[config.mk]
export PLATFORM = sky130hd
export DESIGN_NAME = cplx_acc_dump
export DESIGN_NICKNAME = d
export VERILOG_FILES = /design/src/rtl/cplx_acc_dump.sv
export SDC_FILE = /design/constraint.sdc
export NUM_CORES = 1
export LEC_CHECK = 0
export CELL_PAD_IN_SITES_DETAIL_PLACEMENT = 0
export CELL_PAD_IN_SITES_GLOBAL_PLACEMENT = 2
export CORE_MARGIN = 3
export CORE_UTILIZATION = 32
export DETAILED_ROUTE_END_ITERATION = 8
export PLACE_DENSITY = 0.85
export SYNTH_ARGS = -nofsm -noshare
export SYNTH_HDL_FRONTEND = slang
export SYNTH_SLANG_ARGS = --single-unit
[constraint.sdc]
create_clock -name clk -period 6.35 [get_ports clk]
set_clock_uncertainty 0.05 [all_clocks]
set_input_delay 1.27 -clock clk [delete_from_list [all_inputs] [get_ports clk]]
set_output_delay 1.27 -clock clk [all_outputs]
set_load 0.02 [all_outputs]
[src/rtl/cplx_acc_dump.sv]
// cplx_acc_dump
//   Complex accumulate-and-dump stage. Sums N = len+1 consecutive signed
//   W-bit complex samples into ACC_W = W+NMAX_LOG2 bit accumulators. At frame
//   end it applies a round-half-up arithmetic right shift and saturates back
//   to W bits. The result is presented on a single-entry valid/ready output
//   register. If that register is still occupied when a new frame
//   completes, the new result is discarded and the sticky drop flag is set.
//
// Ports
//   clk, rst           clock, synchronous active-high reset
//   clr                synchronous clear: abort partial frame, clear drop
//   in_valid/in_r/in_i sample stream (never backpressured)
//   len, shift         frame length-1 and scale shift, latched on first sample
//   out_valid/out_ready/out_r/out_i/out_sat  result handshake
//   busy               frame in progress
//   drop               sticky: a completed frame was discarded

// Per-component scaler: round-half-up shift plus saturation to W bits.
module cplx_acc_dump_scale #(
    parameter int W     = 24,
    parameter int ACC_W = 32,
    parameter int SHW   = 4
) (
    input  logic signed [ACC_W-1:0] dump,
    input  logic        [SHW-1:0]   sh,
    output logic        [W-1:0]     q,
    output logic                    sat
);
    localparam int EW = ACC_W + 1;
    // One extra bit so that adding the rounding constant can never wrap.
    localparam logic signed [EW-1:0] MAXV = {{(EW-W+1){1'b0}}, {(W-1){1'b1}}};
    localparam logic signed [EW-1:0] MINV = ~MAXV;

    logic signed [EW-1:0] ext;
    logic signed [EW-1:0] rnd;
    logic signed [EW-1:0] t;

    always_comb begin
        ext = {dump[ACC_W-1], dump};
        rnd = '0;
        if (sh != '0)
            rnd = EW'(1) << (sh - SHW'(1));
        t   = (ext + rnd) >>> sh;
        q   = t[W-1:0];
        sat = 1'b0;
        if (t > MAXV) begin
            q   = MAXV[W-1:0];
            sat = 1'b1;
        end else if (t < MINV) begin
            q   = MINV[W-1:0];
            sat = 1'b1;
        end
    end
endmodule

module cplx_acc_dump #(
    parameter  int W         = 24,
    parameter  int NMAX_LOG2 = 8,
    localparam int SHW       = $clog2(NMAX_LOG2 + 1),
    localparam int ACC_W     = W + NMAX_LOG2
) (
    input  logic                 clk,
    input  logic                 rst,
    input  logic                 clr,
    input  logic                 in_valid,
    input  logic [W-1:0]         in_r,
    input  logic [W-1:0]         in_i,
    input  logic [NMAX_LOG2-1:0] len,
    input  logic [SHW-1:0]       shift,
    output logic                 out_valid,
    input  logic                 out_ready,
    output logic [W-1:0]         out_r,
    output logic [W-1:0]         out_i,
    output logic                 out_sat,
    output logic                 busy,
    output logic                 drop
);
    typedef enum logic {IDLE = 1'b0, ACC = 1'b1} state_t;

    state_t state, state_nxt;

    // Component 0 is real, component 1 is imaginary.
    logic [1:0][W-1:0]     smp_in;
    logic [1:0][ACC_W-1:0] samp;
    logic [1:0][ACC_W-1:0] acc;
    logic [1:0][ACC_W-1:0] acc_sum;
    logic [1:0][ACC_W-1:0] dump;
    logic [1:0][W-1:0]     q;
    logic [1:0]            sat;

    logic [NMAX_LOG2-1:0]  len_l;
    logic [NMAX_LOG2-1:0]  count;
    logic [SHW-1:0]        shift_l;
    logic [SHW-1:0]        shift_c;
    logic [SHW-1:0]        dump_sh;
    logic                  dump_v;

    logic                  first;
    logic                  accum;
    logic                  done;

    assign smp_in  = {in_i, in_r};
    assign shift_c = (shift > SHW'(NMAX_LOG2)) ? SHW'(NMAX_LOG2) : shift;
    assign busy    = (state == ACC);

    for (genvar c = 0; c < 2; c++) begin : g_cmp
        assign samp[c]    = {{NMAX_LOG2{smp_in[c][W-1]}}, smp_in[c]};
        assign acc_sum[c] = acc[c] + samp[c];

        cplx_acc_dump_scale #(
            .W     (W),
            .ACC_W (ACC_W),
            .SHW   (SHW)
        ) u_scale (
            .dump (dump[c]),
            .sh   (dump_sh),
            .q    (q[c]),
            .sat  (sat[c])
        );
    end

    // ---------------- FSM ----------------
    always_ff @(posedge clk) begin
        if (rst)
            state <= IDLE;
        else
            state <= state_nxt;
    end

    always_comb begin
        state_nxt = state;
        first     = 1'b0;
        accum     = 1'b0;
        done      = 1'b0;
        case (state)
            IDLE: begin
                if (in_valid) begin
                    first = 1'b1;
                    if (len == '0)
                        done = 1'b1;
                    else
                        state_nxt = ACC;
                end
            end
            ACC: begin
                if (in_valid) begin
                    accum = 1'b1;
                    if (count == len_l) begin
                        done      = 1'b1;
                        state_nxt = IDLE;
                    end
                end
            end
            default: state_nxt = IDLE;
        endcase
        // A sample arriving with clr is discarded along with the frame.
        if (clr) begin
            state_nxt = IDLE;
            first     = 1'b0;
            accum     = 1'b0;
            done      = 1'b0;
        end
    end

    // ---------------- accumulator / dump ----------------
    // The dump carries its own shift so the next frame may latch a new
    // shift while this result is still being scaled.
    always_ff @(posedge clk) begin
        if (rst) begin
            len_l   <= '0;
            shift_l <= '0;
            count   <= '0;
            acc     <= '0;
            dump    <= '0;
            dump_sh <= '0;
            dump_v  <= 1'b0;
        end else if (clr) begin
            count   <= '0;
            acc     <= '0;
            dump_v  <= 1'b0;
        end else begin
            dump_v <= done;
            if (first) begin
                len_l   <= len;
                shift_l <= shift_c;
                count   <= NMAX_LOG2'(1);
                acc     <= samp;
            end else if (accum) begin
                count   <= count + NMAX_LOG2'(1);
                acc     <= acc_sum;
            end
            if (done) begin
                dump    <= first ? samp : acc_sum;
                dump_sh <= first ? shift_c : shift_l;
            end
        end
    end

    // ---------------- output register ----------------
    // A dump pending in the clr cycle is discarded, so it neither loads
    // nor sets drop.
    always_ff @(posedge clk) begin
        if (rst) begin
            out_valid <= 1'b0;
            out_r     <= '0;
            out_i     <= '0;
            out_sat   <= 1'b0;
            drop      <= 1'b0;
        end else begin
            if (dump_v && !clr && (!out_valid || out_ready)) begin
                out_valid <= 1'b1;
                out_r     <= q[0];
                out_i     <= q[1];
                out_sat   <= |sat;
            end else if (dump_v && !clr) begin
                drop      <= 1'b1;
            end else if (out_valid && out_ready) begin
                out_valid <= 1'b0;
            end
            if (clr)
                drop <= 1'b0;
        end
    end
endmodule

==> impl_metrics.json <==
{
  "critPathArrivalTime_ns": 5.92,
  "start_kind": "flip-flop",
  "dr.pass1.iters": 7,
  "synth_xor_xnor_area_share_pct": 6.01,
  "crit_top_cell": "mux2_2",
  "max_cap_viol_count": 0,
  "grt_pass1_vias": 16000,
  "cts_buffers": 26,
  "synth_seq_cells": 205,
  "layout-drive-gt1-share_pct": 7.47,
  "postLayoutCoreUtil_pct": 37.4,
  "grt_setup_unrepaired": "no",
  "cts_sinks": 205,
  "design.core.area_um2": 52900,
  "crit_slowest_cell": "dfxtp_2",
  "drt-wirelength-per-cell_um": 19.5,
  "synthAdderAreaFrac_pct": 6.33,
  "syn_avg_cell_area_um2": 7.47,
  "rows": 84,
  "fill_cells": 5500,
  "gp_congestion": 0.904,
  "placed_cells": 2972,
  "synth_area_um2": 17200,
  "via_per_inst": 5.72,
  "start_util_pct": 32.5,
  "wirelength_um": 58800,
  "first_iter_violations": 1287,
  "drv_slew": 0,
  "rr_startpoint": "dump_sh[2]$_SDFFE_PP0P_",
  "route.detailed.drc": 0,
  "fin_area_um2": 19800,
  "ys_seq_area_share_pct": 23.9,
  "rr_endpoint": "out_r[14]$_SDFFE_PP0P_",
  "io-pin-count": 117,
  "ys.flop_type": "dfxtp_1",
  "worstHoldStart": "out_i[6]$_SDFFE_PP0P_",
  "setup_viol": 0,
  "powerDensity_nw_per_um2": 178,
  "cts_tree": "built",
  "syn_inst": 2302,
  "synth_cell_types": 103,
  "crit_end": "out_r[14]$_SDFFE_PP0P_",
  "critPathRequiredTime_ns": 6.76,
  "die_area_um2": 56600,
  "cp-startpoint": "dump_sh[2]$_SDFFE_PP0P_",
  "h-tree-depth": 1,
  "reg2reg_depth": 18,
  "ys_warn_count": 0,
  "slew_headroom_pct": 32.5,
  "grt_max_degree": 82,
  "antenna_found_initial": 0,
  "crit_path_max_incr_delay_ns": 0.67,
  "place_area_um2": 18900,
  "timing.final.crit_period_ns": 5.51,
  "synth-simple-area-share_pct": 20.4,
  "hold_viol": 0,
  "nNetsFinal": 2462,
  "n_antenna_cell": 0,
  "synth_top_family_by_area": "compound AO/OA/AOI/OAI gates",
  "layout-area-overhead-vs-synth_pct": 15.1,
  "status": "completed",
  "synth-async-reset-ratio_pct": 0,
  "die_height_um": 238,
  "grt_first_pass_wirelength_um": 92100,
  "dp_hpwl_um": 44500,
  "io_buffers": 116,
  "grt_use_total_pct": 20.1,
  "post_cts_buffers": 0,
  "clk_latency_ns": 0.57,
  "crit_chain": "inv_2, nand2_1, nor2_1, ha_1, a21o_1, a221oi_1, nor2b_1, a211oi_2, o21ai_4, nand4_1, xor2_1, buf_4, mux2_2, mux2_2, nor4_1, a41o_1, o211ai_1, a211oi_1",
  "p_leak_nw": 7.63,
  "min-delay-path-class": "flip-flop to flip-flop",
  "ant_nets": 0,
  "fin_tns_setup_ns": 0,
  "rrSetupSlack_ns": 0.84,
  "cp_max_fo": 27,
  "max_freq_ghz": 0.182,
  "cts_max_path_buffers": 3,
  "tightestPinTransition_ns": 1.01,
  "vias": 17300,
  "postCtsHoldBufs": 0,
  "critPathCaptureType": "flip-flop",
  "stdcell_count": 3017,
  "cts_root_buf": "clkbuf_16",
  "grt-ovfl-total": 0,
  "synth-compound-area-share_pct": 31.2,
  "clk_pin_slew_worst_paths_ns": 0.06,
  "synth-edff-count": 0,
  "mostFrequentLayoutCells": "nor2_1 (294), nand2_1 (207), a21oi_1 (205)",
  "peakVddDrop_mv": 0.219,
  "die_x_um": 238,
  "cts_resized": 0,
  "synth_mux_area_share_pct": 7.06,
  "crit_type": "flip-flop to flip-flop",
  "final_common_cell": "nor2_1",
  "post-route-period-util_pct": 86.8
}
==> through the flow <==
stage	setup WS [ns]	total power, mW	hold WS [ns]
finish	0.841	3.53	0.416
global route	0.404	3.70	0.443
CTS	0.934	3.57	0.417
detailed placement	0.784	2.02	0.408
global placement	0.932	2.01	0.396
floorplan	0.0849	1.81	0.398
==> cells in the mapped netlist (17+ instances only) <==
cell type	instances	share of area [%]
a211oi_1	151	6.6
a21o_1	47	2.1
a21oi_1	205	6.0
a31oi_1	19	0.69
and2_1	20	0.73
buf_1	26	0.57
clkbuf_1	131	2.9
dfxtp_1	205	24
ha_1	83	6.0
inv_1	44	0.96
mux2_2	31	2.0
mux2i_1	73	4.2
nand2_1	207	4.5
nand2b_1	27	0.98
nand3_1	42	1.2
nor2_1	296	6.5
nor3_1	46	1.3
o211ai_1	43	1.9
o21ai_0	142	4.1
or3_1	17	0.62
xnor2_1	57	2.9
xor2_1	61	3.1
==> layout make-up <==
cell class / count / area [um2] / share of cell area, %
Multi-Input combinational cell: 1874 / 12200 / 61.9
Sequential cell: 205 / 4110 / 20.8
Timing Repair Buffer: 158 / 1510 / 7.62
Tap cell: 688 / 861 / 4.35
Clock buffer: 32 / 713 / 3.60
Inverter: 47 / 176 / 0.891
Clock inverter: 13 / 175 / 0.885
==> metal layers <==
layer | part of all wire (%) | track usage (%)
met1 | 49 | 30.2
met5 | 0 | 0
met4 | 2.1 | 4.41
met2 | 42 | 30.6
met3 | 6.1 | 2.46
==> power breakdown <==
part	internal (mW)	switching, mW
clock network	0.893	0.637
registers	1.32	0.0351
logic	0.254	0.387
==> worst max-delay path, delay by kind of cell (launching register included) <==
| kind | cells | cell delay, ns |
|---|---|---|
| buffers and inverters | 2 | 0.30 |
| AND/OR/NAND/NOR | 5 | 1.21 |
| AO/OA/AOI/OAI | 7 | 2.11 |
| XOR/XNOR | 1 | 0.08 |
| flip-flops | 1 | 0.67 |
| multiplexers | 2 | 0.56 |
| adder cells (fa/ha/maj) | 1 | 0.40 |
==> how the worst min path moves through the flow <==
| stage | to | slack, ns | depth (start not counted) |
|---|---|---|---|
| CTS | out_i[6]$_SDFFE_PP0P_ | 0.42 | 2 |
| global route | out_i[6]$_SDFFE_PP0P_ | 0.44 | 2 |
| global placement | out_i[4]$_SDFFE_PP0P_ | 0.40 | 2 |
| floorplan | len_l[0]$_SDFFE_PP0P_ | 0.40 | 2 |
| finish | out_i[6]$_SDFFE_PP0P_ | 0.42 | 2 |
| detailed placement | out_i[4]$_SDFFE_PP0P_ | 0.41 | 2 |
==> cells by family after synthesis <==
| logic type | after synthesis |
|---|---|
| XOR/XNOR | 118 |
| flip-flops | 205 |
| AND/OR/NAND/NOR | 759 |
| AO/OA/AOI/OAI | 799 |
| buffers and inverters | 224 |
| adder cells (fa/ha/maj) | 86 |
| multiplexers | 110 |
| other | 1 |
==> sequential cells by signal, summed over array words and instances (netlist names) <==
register / flops
dump_v: 1
drop: 1
out_r: 24
out_i: 24
shift_l: 4
out_valid: 1
count: 8
acc: 64
busy: 1
out_sat: 1
len_l: 8
dump: 64
dump_sh: 4
No activity file was read; power rests on OpenSTA's default activity.
